<file path="config.mk">
export PLATFORM = sky130hd
export DESIGN_NAME = ex_mem_pipe_reg
export DESIGN_NICKNAME = d
export VERILOG_FILES = /design/src/rtl/ex_mem_pipe_reg.sv
export SDC_FILE = /design/constraint.sdc
export NUM_CORES = 1
export LEC_CHECK = 0
export ABC_AREA = 1
export BUFFER_PORTS_ARGS = -buffer_cell sky130_fd_sc_hd__buf_2
export CORE_MARGIN = 2
export CORE_UTILIZATION = 25
export DETAILED_ROUTE_END_ITERATION = 16
export GPL_TIMING_DRIVEN = 0
export PLACE_DENSITY = 0.43
export SYNTH_ARGS = -nofsm -noshare
export SYNTH_HDL_FRONTEND = slang
export SYNTH_SLANG_ARGS = --single-unit
</file>
<file path="constraint.sdc">
create_clock -name clk -period 1.58 [get_ports clk]
set_clock_uncertainty 0.1 [all_clocks]
set_input_delay 0.158 -clock clk [delete_from_list [all_inputs] [get_ports clk]]
set_output_delay 0.158 -clock clk [all_outputs]
set_load 0.02 [all_outputs]
</file>
<file path="src/rtl/ex_mem_pipe_reg.sv">
// ---------------------------------------------------------------------------
// ex_mem_pipe_reg
// EX->MEM pipeline register with ready/valid handshakes on both sides and a
// two-entry (main + skid) buffer. in_ready comes from registered state only,
// so a MEM-side stall never forms a combinational path back into EX.
//
// Ports
//   clk                       rising-edge clock
//   rst                       synchronous, active-low reset
//   flush                     synchronous squash of all held entries
//   in_valid / in_ready       EX-side handshake
//   WB_EN_in, MEM_R_EN_in,
//   MEM_W_EN_in               control bits from EX
//   ALU_Res_in, Val_Rm_in     ALU result / address and store data
//   Dest_in                   destination register index
//   out_valid / out_ready     MEM-side handshake
//   WB_EN, MEM_R_EN, MEM_W_EN control bits of the head entry, forced to 0
//                             when out_valid is 0
//   ALU_Res, Val_Rm, Dest     payload of the head (main) entry
//   occupancy                 number of held entries (0, 1 or 2)
// ---------------------------------------------------------------------------
module ex_mem_pipe_reg #(
  parameter int DATA_LEN             = 32,
  parameter int ADDRESS_LEN_REG_FILE = 4
) (
  input  logic                            clk,
  input  logic                            rst,
  input  logic                            flush,
  input  logic                            in_valid,
  output logic                            in_ready,
  input  logic                            WB_EN_in,
  input  logic                            MEM_R_EN_in,
  input  logic                            MEM_W_EN_in,
  input  logic [DATA_LEN-1:0]             ALU_Res_in,
  input  logic [DATA_LEN-1:0]             Val_Rm_in,
  input  logic [ADDRESS_LEN_REG_FILE-1:0] Dest_in,
  output logic                            out_valid,
  input  logic                            out_ready,
  output logic                            WB_EN,
  output logic                            MEM_R_EN,
  output logic                            MEM_W_EN,
  output logic [DATA_LEN-1:0]             ALU_Res,
  output logic [DATA_LEN-1:0]             Val_Rm,
  output logic [ADDRESS_LEN_REG_FILE-1:0] Dest,
  output logic [1:0]                      occupancy
);

  // One buffered instruction: control bits followed by payload.
  typedef struct packed {
    logic                            wb_en;
    logic                            mem_r_en;
    logic                            mem_w_en;
    logic [DATA_LEN-1:0]             alu_res;
    logic [DATA_LEN-1:0]             val_rm;
    logic [ADDRESS_LEN_REG_FILE-1:0] dest;
  } entry_t;

  // Validity of main/skid is carried entirely by the state encoding.
  typedef enum logic [1:0] {
    ST_EMPTY = 2'd0,
    ST_FULL  = 2'd1,
    ST_SKID  = 2'd2
  } state_t;

  // Squash helper: keeps payload, drops control bits so a stale entry can
  // never write memory or the register file.
  function automatic entry_t clr_ctrl(input entry_t e);
    entry_t r;
    r          = e;
    r.wb_en    = 1'b0;
    r.mem_r_en = 1'b0;
    r.mem_w_en = 1'b0;
    return r;
  endfunction

  state_t r_state;
  entry_t r_main;
  entry_t r_skid;
  entry_t w_in;
  logic   w_acc;
  logic   w_drn;

  assign w_in = '{wb_en:    WB_EN_in,
                  mem_r_en: MEM_R_EN_in,
                  mem_w_en: MEM_W_EN_in,
                  alu_res:  ALU_Res_in,
                  val_rm:   Val_Rm_in,
                  dest:     Dest_in};

  assign in_ready  = (r_state != ST_SKID);
  assign out_valid = (r_state != ST_EMPTY);
  assign w_acc     = in_valid & in_ready;
  assign w_drn     = out_valid & out_ready;

  // Head-entry outputs; control bits are qualified so bubbles are inert.
  assign WB_EN    = r_main.wb_en    & out_valid;
  assign MEM_R_EN = r_main.mem_r_en & out_valid;
  assign MEM_W_EN = r_main.mem_w_en & out_valid;
  assign ALU_Res  = r_main.alu_res;
  assign Val_Rm   = r_main.val_rm;
  assign Dest     = r_main.dest;

  // Occupancy decode from the registered state.
  always_comb begin
    occupancy = 2'd0;
    case (r_state)
      ST_EMPTY: occupancy = 2'd0;
      ST_FULL:  occupancy = 2'd1;
      ST_SKID:  occupancy = 2'd2;
      default:  occupancy = 2'd0;
    endcase
  end

  // Buffer FSM: reset beats flush, flush beats any handshake.
  always_ff @(posedge clk) begin
    if (!rst) begin
      r_state <= ST_EMPTY;
      r_main  <= '0;
      r_skid  <= '0;
    end else if (flush) begin
      // A same-cycle accept is discarded; a same-cycle drain already
      // completed on the MEM side and is simply not re-presented.
      r_state <= ST_EMPTY;
      r_main  <= clr_ctrl(r_main);
      r_skid  <= clr_ctrl(r_skid);
    end else begin
      case (r_state)
        ST_EMPTY: begin
          if (w_acc) begin
            r_main  <= w_in;
            r_state <= ST_FULL;
          end else begin
            r_state <= ST_EMPTY;
          end
        end
        ST_FULL: begin
          if (w_acc && w_drn) begin
            r_main  <= w_in;
            r_state <= ST_FULL;
          end else if (w_acc) begin
            // MEM stalled: park the younger instruction behind main.
            r_skid  <= w_in;
            r_state <= ST_SKID;
          end else if (w_drn) begin
            r_state <= ST_EMPTY;
          end else begin
            r_state <= ST_FULL;
          end
        end
        ST_SKID: begin
          // in_ready is low here, so only a drain can move things.
          if (w_drn) begin
            r_main  <= r_skid;
            r_state <= ST_FULL;
          end else begin
            r_state <= ST_SKID;
          end
        end
        default: begin
          r_state <= ST_EMPTY;
        end
      endcase
    end
  end

endmodule

</file>
==> Yosys cells after proc, flatten, opt, wreduce, memory -nomap -nowiden <==
Cells that the tools add are included.
{ "totals": {"register_bits": 144, "inputBits": 76, "output_inout_bits": 75, "word_cells": 47} }
{ "classes": {"n_eq_ne": 6, "n_mux": 11, "n_bitwise": 8, "n_reduce_logical": 9} }
{ "ops": {"columns": ["cell", "n"], "rows": [
  ["2-to-1 mux 71 bit", 3],
  ["case mux 71 bit (3 select lines)", 1],
  ["!= test 2 bit, second input constant", 4],
  ["AND reduction 4 bit", 2],
  ["2-to-1 mux 2 bit", 3],
  ["case mux 2 bit (3 select lines)", 1],
  ["bitwise AND 1 bit", 5],
  ["AND reduction 5 bit", 1],
  ["case mux 2 bit (2 select lines)", 1],
  ["NOT 1 bit", 3],
  ["AND reduction 3 bit", 1],
  ["nonzero test 3 bit", 1],
  ["== test 2 x 1 -> 1 bit, second input constant", 1],
  ["== test 2 bit, second input constant", 1],
  ["zero test 2 bit", 1],
  ["2-to-1 mux 1 bit", 2],
  ["nonzero test 2 bit", 1],
  ["OR reduction 2 bit", 1],
  ["logical AND 1 bit", 1]
]} }

==> Logic depth before layout (Yosys ltp) <==
{ "depth": {"ltp_word": 6, "mapped_depth": 10, "mapped_depth_nobuf": 7} }

==> Worst setup path after synthesis <==
No wires, ideal clock.
{ "synth_path": {"path_kind": "reg2reg", "startpoint": "register r_state[0]", "endpoint": "register r_main, in the netlist Val_Rm[11]", "setup_ns": 0.113, "arrival_time_ns": 1.343, "required_time_ns": 1.367, "path_slack_ns": 0.024, "stages_incl_launch_ff": 8, "path_buffers": 2, "synth_period_minus_slack_ns": 1.556, "path_cell_list": "dfxtp_1 -> inv_2 -> nand2_2 -> buf_2 -> clkbuf_1 -> o21ai_0 -> nor2_1 -> nor2_1"} }
{ "synth_via": {"elab_chain_cells": 5, "elab_cells_between_ends": 14, "classes_between": "eq/ne (6); mux (1); bitwise (2); reduce/logical (5)"} }
{ "synth_lines": {"columns": ["item", "line", "text"], "rows": [
  ["from (decl)", "76", "state_t r_state;"],
  ["from (signal assigned)", "117", "r_state <= ST_EMPTY;"],
  ["from (signal assigned)", "123", "r_state <= ST_EMPTY;"],
  ["from (signal assigned)", "131", "r_state <= ST_FULL;"],
  ["!= test 2 bit (*)", "90", "assign in_ready = (r_state != ST_SKID);"],
  ["named net in_ready", "30", "output logic in_ready,"],
  ["bitwise AND 1 bit (*)", "92", "assign w_acc = in_valid & in_ready;"],
  ["logical AND 1 bit", "137", "if (w_acc && w_drn) begin"],
  ["!= test 2 bit (no source line)", null, null],
  ["AND reduction 5 bit (no source line) (*)", null, null],
  ["to (signal assigned)", "130", "r_main <= w_in;"],
  ["to (signal assigned)", "138", "r_main <= w_in;"],
  ["to (signal assigned)", "153", "r_main <= r_skid;"],
  ["to (decl)", "77", "entry_t r_main;"]
]} }
The timed path passes the listed nets; every way through them passes the cells marked *.
A chain may end at the register's enable or synchronous reset.

==> Final worst setup path <==
{ "layout_path": {"startpoint": "register r_state[1]", "endpoint": "output port in_ready"} }
{ "layout_via": {"elab_chain_cells": 1} }
{ "layout_lines": {"columns": ["item", "line"], "rows": [
  ["!= test 2 bit", "90"],
  ["to (decl)", "30"]
]} }
No other way between the ends.

==> metrics <==
status=complete, but fails checks; failing checks=negative setup slack; fin worst setup slack=-73.1 ps; Setup crit end=in_ready; Final min period=1650 ps; grt ovf=0; placed insts=1677; initial antenna violation count=0; mux contribution to synthesized area=0; peak per-stage delay on the critical path=340 ps; CP endpoint kind=primary output; die width=173 um; Via density=3.93; Critical Path Source Type=register; Mapped Area=7130 um2; Synth Area in Compound Gates=0.0547; Starting Density=0.255; syn_area_per_cell=6.20 um2; crit path buf inv count=4; Total Routing Usage GR=0.145; row cnt=61; maximum VDD drop=0.620 mV; Max transition margin=0.489; Slew @ Worst Pin=766 ps; Pre-antenna DRT Iters=5; Layout Nets=1484; HP Class=in2reg; post-synthesis register bit count=144; Synth Area in XOR/XNOR=0; IO Port Bufs=149; reg2reg end=Val_Rm[14]; post-synthesis simple-gate area fraction=0.345; CTS buffer count=17; r2r worst-path depth=10; commonest non-fill, non-tap cells in the layout=nand2_1 (350), nor2_1 (244), buf_2 (148); Worst path top cell family by delay=buffers and inverters; Slowest cell on crit path=dfxtp_2; number of global-route vias before repair=6631; Worst Setup Path Type=reg2out; largest net degree at the start of global routing=17; Layout fillers=3089; antenna cells=0; P&R area growth vs syn=47.2%; layout cells sized above 1=0.262; Worst Setup SP=r_state[1]; Peak Freq=0.605 GHz; Final setup viols=63; Avg WL per Cell=12.2 um; core area=27900 um2; commonest non-fill, non-tap cell in the layout=nand2_1; largest family of logic cells by synthesized area=simple AND/OR/NAND/NOR gates; period utilization=1.05; detailed-placement wirelength estimate=14500 um; clock tree sinks=144; Chip Height=173 um; Critical Path Stages=5; PD cells=945 nW/um2; Data arrival, critical path=1400 ps; Seq/Total Area, Yosys=0.404; RSZ-0062 raised after global routing=true; clock-pin slew on the worst setup and hold paths=70 ps; # DRC=0; Clock Root Buffer=clkbuf_16; Max-cap violations=0; Synth warnings=0; CP required=1320 ps; Routed WL=21900 um; non-filler cells in the finished layout=1799; LEAKAGE=5.70 nW; Ports=151; H-tree depth=4; first-pass GRT wire length=34800 um; syn_nets=1226; Final ANT Viol Nets=0; Synth cell types=15; Pins Over Slew Limit=0; final hold viol count=0; worst-path cell chain=buf_8 > nand2_8 > buf_12 > clkbuf_16 > buf_8; Starting DRT DRC Count=222; CTS tree=yes; die area=29900 um2; Routability Congestion=0.750; worst r2r src=r_state[1]; adder-cell share of the synthesized area=0; Max clock buf depth=2; Crit Path Max Fanout=6; clk_lat worst skew=420 ps; Post-Syn Instances=1150; setup slack, reg-to-reg=-40 ps; via count=7073; most used cell, CP=buf_8; Post-DP Area=8350 um2; Design Area, Final=10500 um2
how the worst min path moves through the flow:
stage                             start    endpoint  slack (ps)  depth (start not counted)
after detailed placement  Val_Rm_in[12]  r_skid[16]         300                          3
final                         out_ready  r_state[0]          60                          5
after CTS                     out_ready  r_state[0]          40                          5
after global routing          out_ready  r_state[0]          60                          5
after floorplan             MEM_W_EN_in  r_skid[68]         190                          2
after global placement     Val_Rm_in[1]   r_skid[5]         300                          3
cell families after synthesis:
family,Yosys count
AND/OR/NAND/NOR,653
buffers and inverters,275
AO/OA/AOI/OAI,78
flip-flops,144
layer usage:
| metal | global-route usage | share of wire |
|---|---|---|
| met1 | 0.191 | 0.48 |
| met2 | 0.245 | 0.47 |
| met3 | 0.0310 | 0.044 |
| met4 | 0.0311 | 0.0077 |
| met5 | 0 | 0 |
tightest hold or removal path: cells and delay by family:
family,cells,cell delay [ps]
compound gates,1,90
buf+inv,2,160
simple gates,2,130
synthesized netlist by cell type (all sizes together):
cell type / instances / area share
nor2: 292 / 0.15
o21ai: 75 / 0.053
buf: 104 / 0.11
nand2: 357 / 0.19
clkbuf: 24 / 0.013
inv: 147 / 0.077
a21oi: 3 / 0.0021
nand3: 4 / 0.0028
dfxtp: 144 / 0.40
where the power goes:
| group | switching [mW] | internal (mW) |
|---|---|---|
| clock network | 1.71 | 2.91 |
| registers | 0.0731 | 3.79 |
| logic | 0.780 | 0.669 |
| total | 2.56 | 7.36 |
stage by stage:
| stage | setup TNS, ps | total power, mW | worst slack [ps] | hold slack [ps] | util |
|---|---|---|---|---|---|
| floorplan | 0 | 4.76 | 24.0 | 193 | - |
| global placement | -43840 | 5.17 | -508 | 303 | 0.299 |
| detailed placement | -41160 | 5.17 | -498 | 305 | 0.299 |
| CTS | -4620 | 10.0 | -74.3 | 36.0 | 0.360 |
| global route | -9060 | 10.4 | -143 | 55.0 | 0.376 |
| finish | -1440 | 9.92 | -73.1 | 56.9 | 0.376 |
flip-flops by register name (all words and copies together), names as in the netlist:
register and flops:
r_skid 71, ALU_Res 32, Val_Rm 32, Dest 4, r_main 3, r_state 2
timing repair:
action | 4_1_cts | 5_1_grt
pin swaps | 8 | 19
hold endpoints to repair | 88 | 0
hold buffers | 73 | 0
resized for setup | 71 | 115
buffers inserted | 10 | 1
endpoints found under the setup margin | 144 | 142
gates cloned | 2 | 5
final cells by class:
class                      instances  area (um2)  share of cell area
sequential                       144        2890               0.275
clock inverter                    12         205              0.0195
clock buffer                      20         457              0.0435
timing repair buffer             238        1740               0.165
multi-input combinational        733        3110               0.296
inverter                         147         567              0.0540
tap                              378         473              0.0451
buffer                           127        1060               0.101
Power figures use the tool's default switching activity.
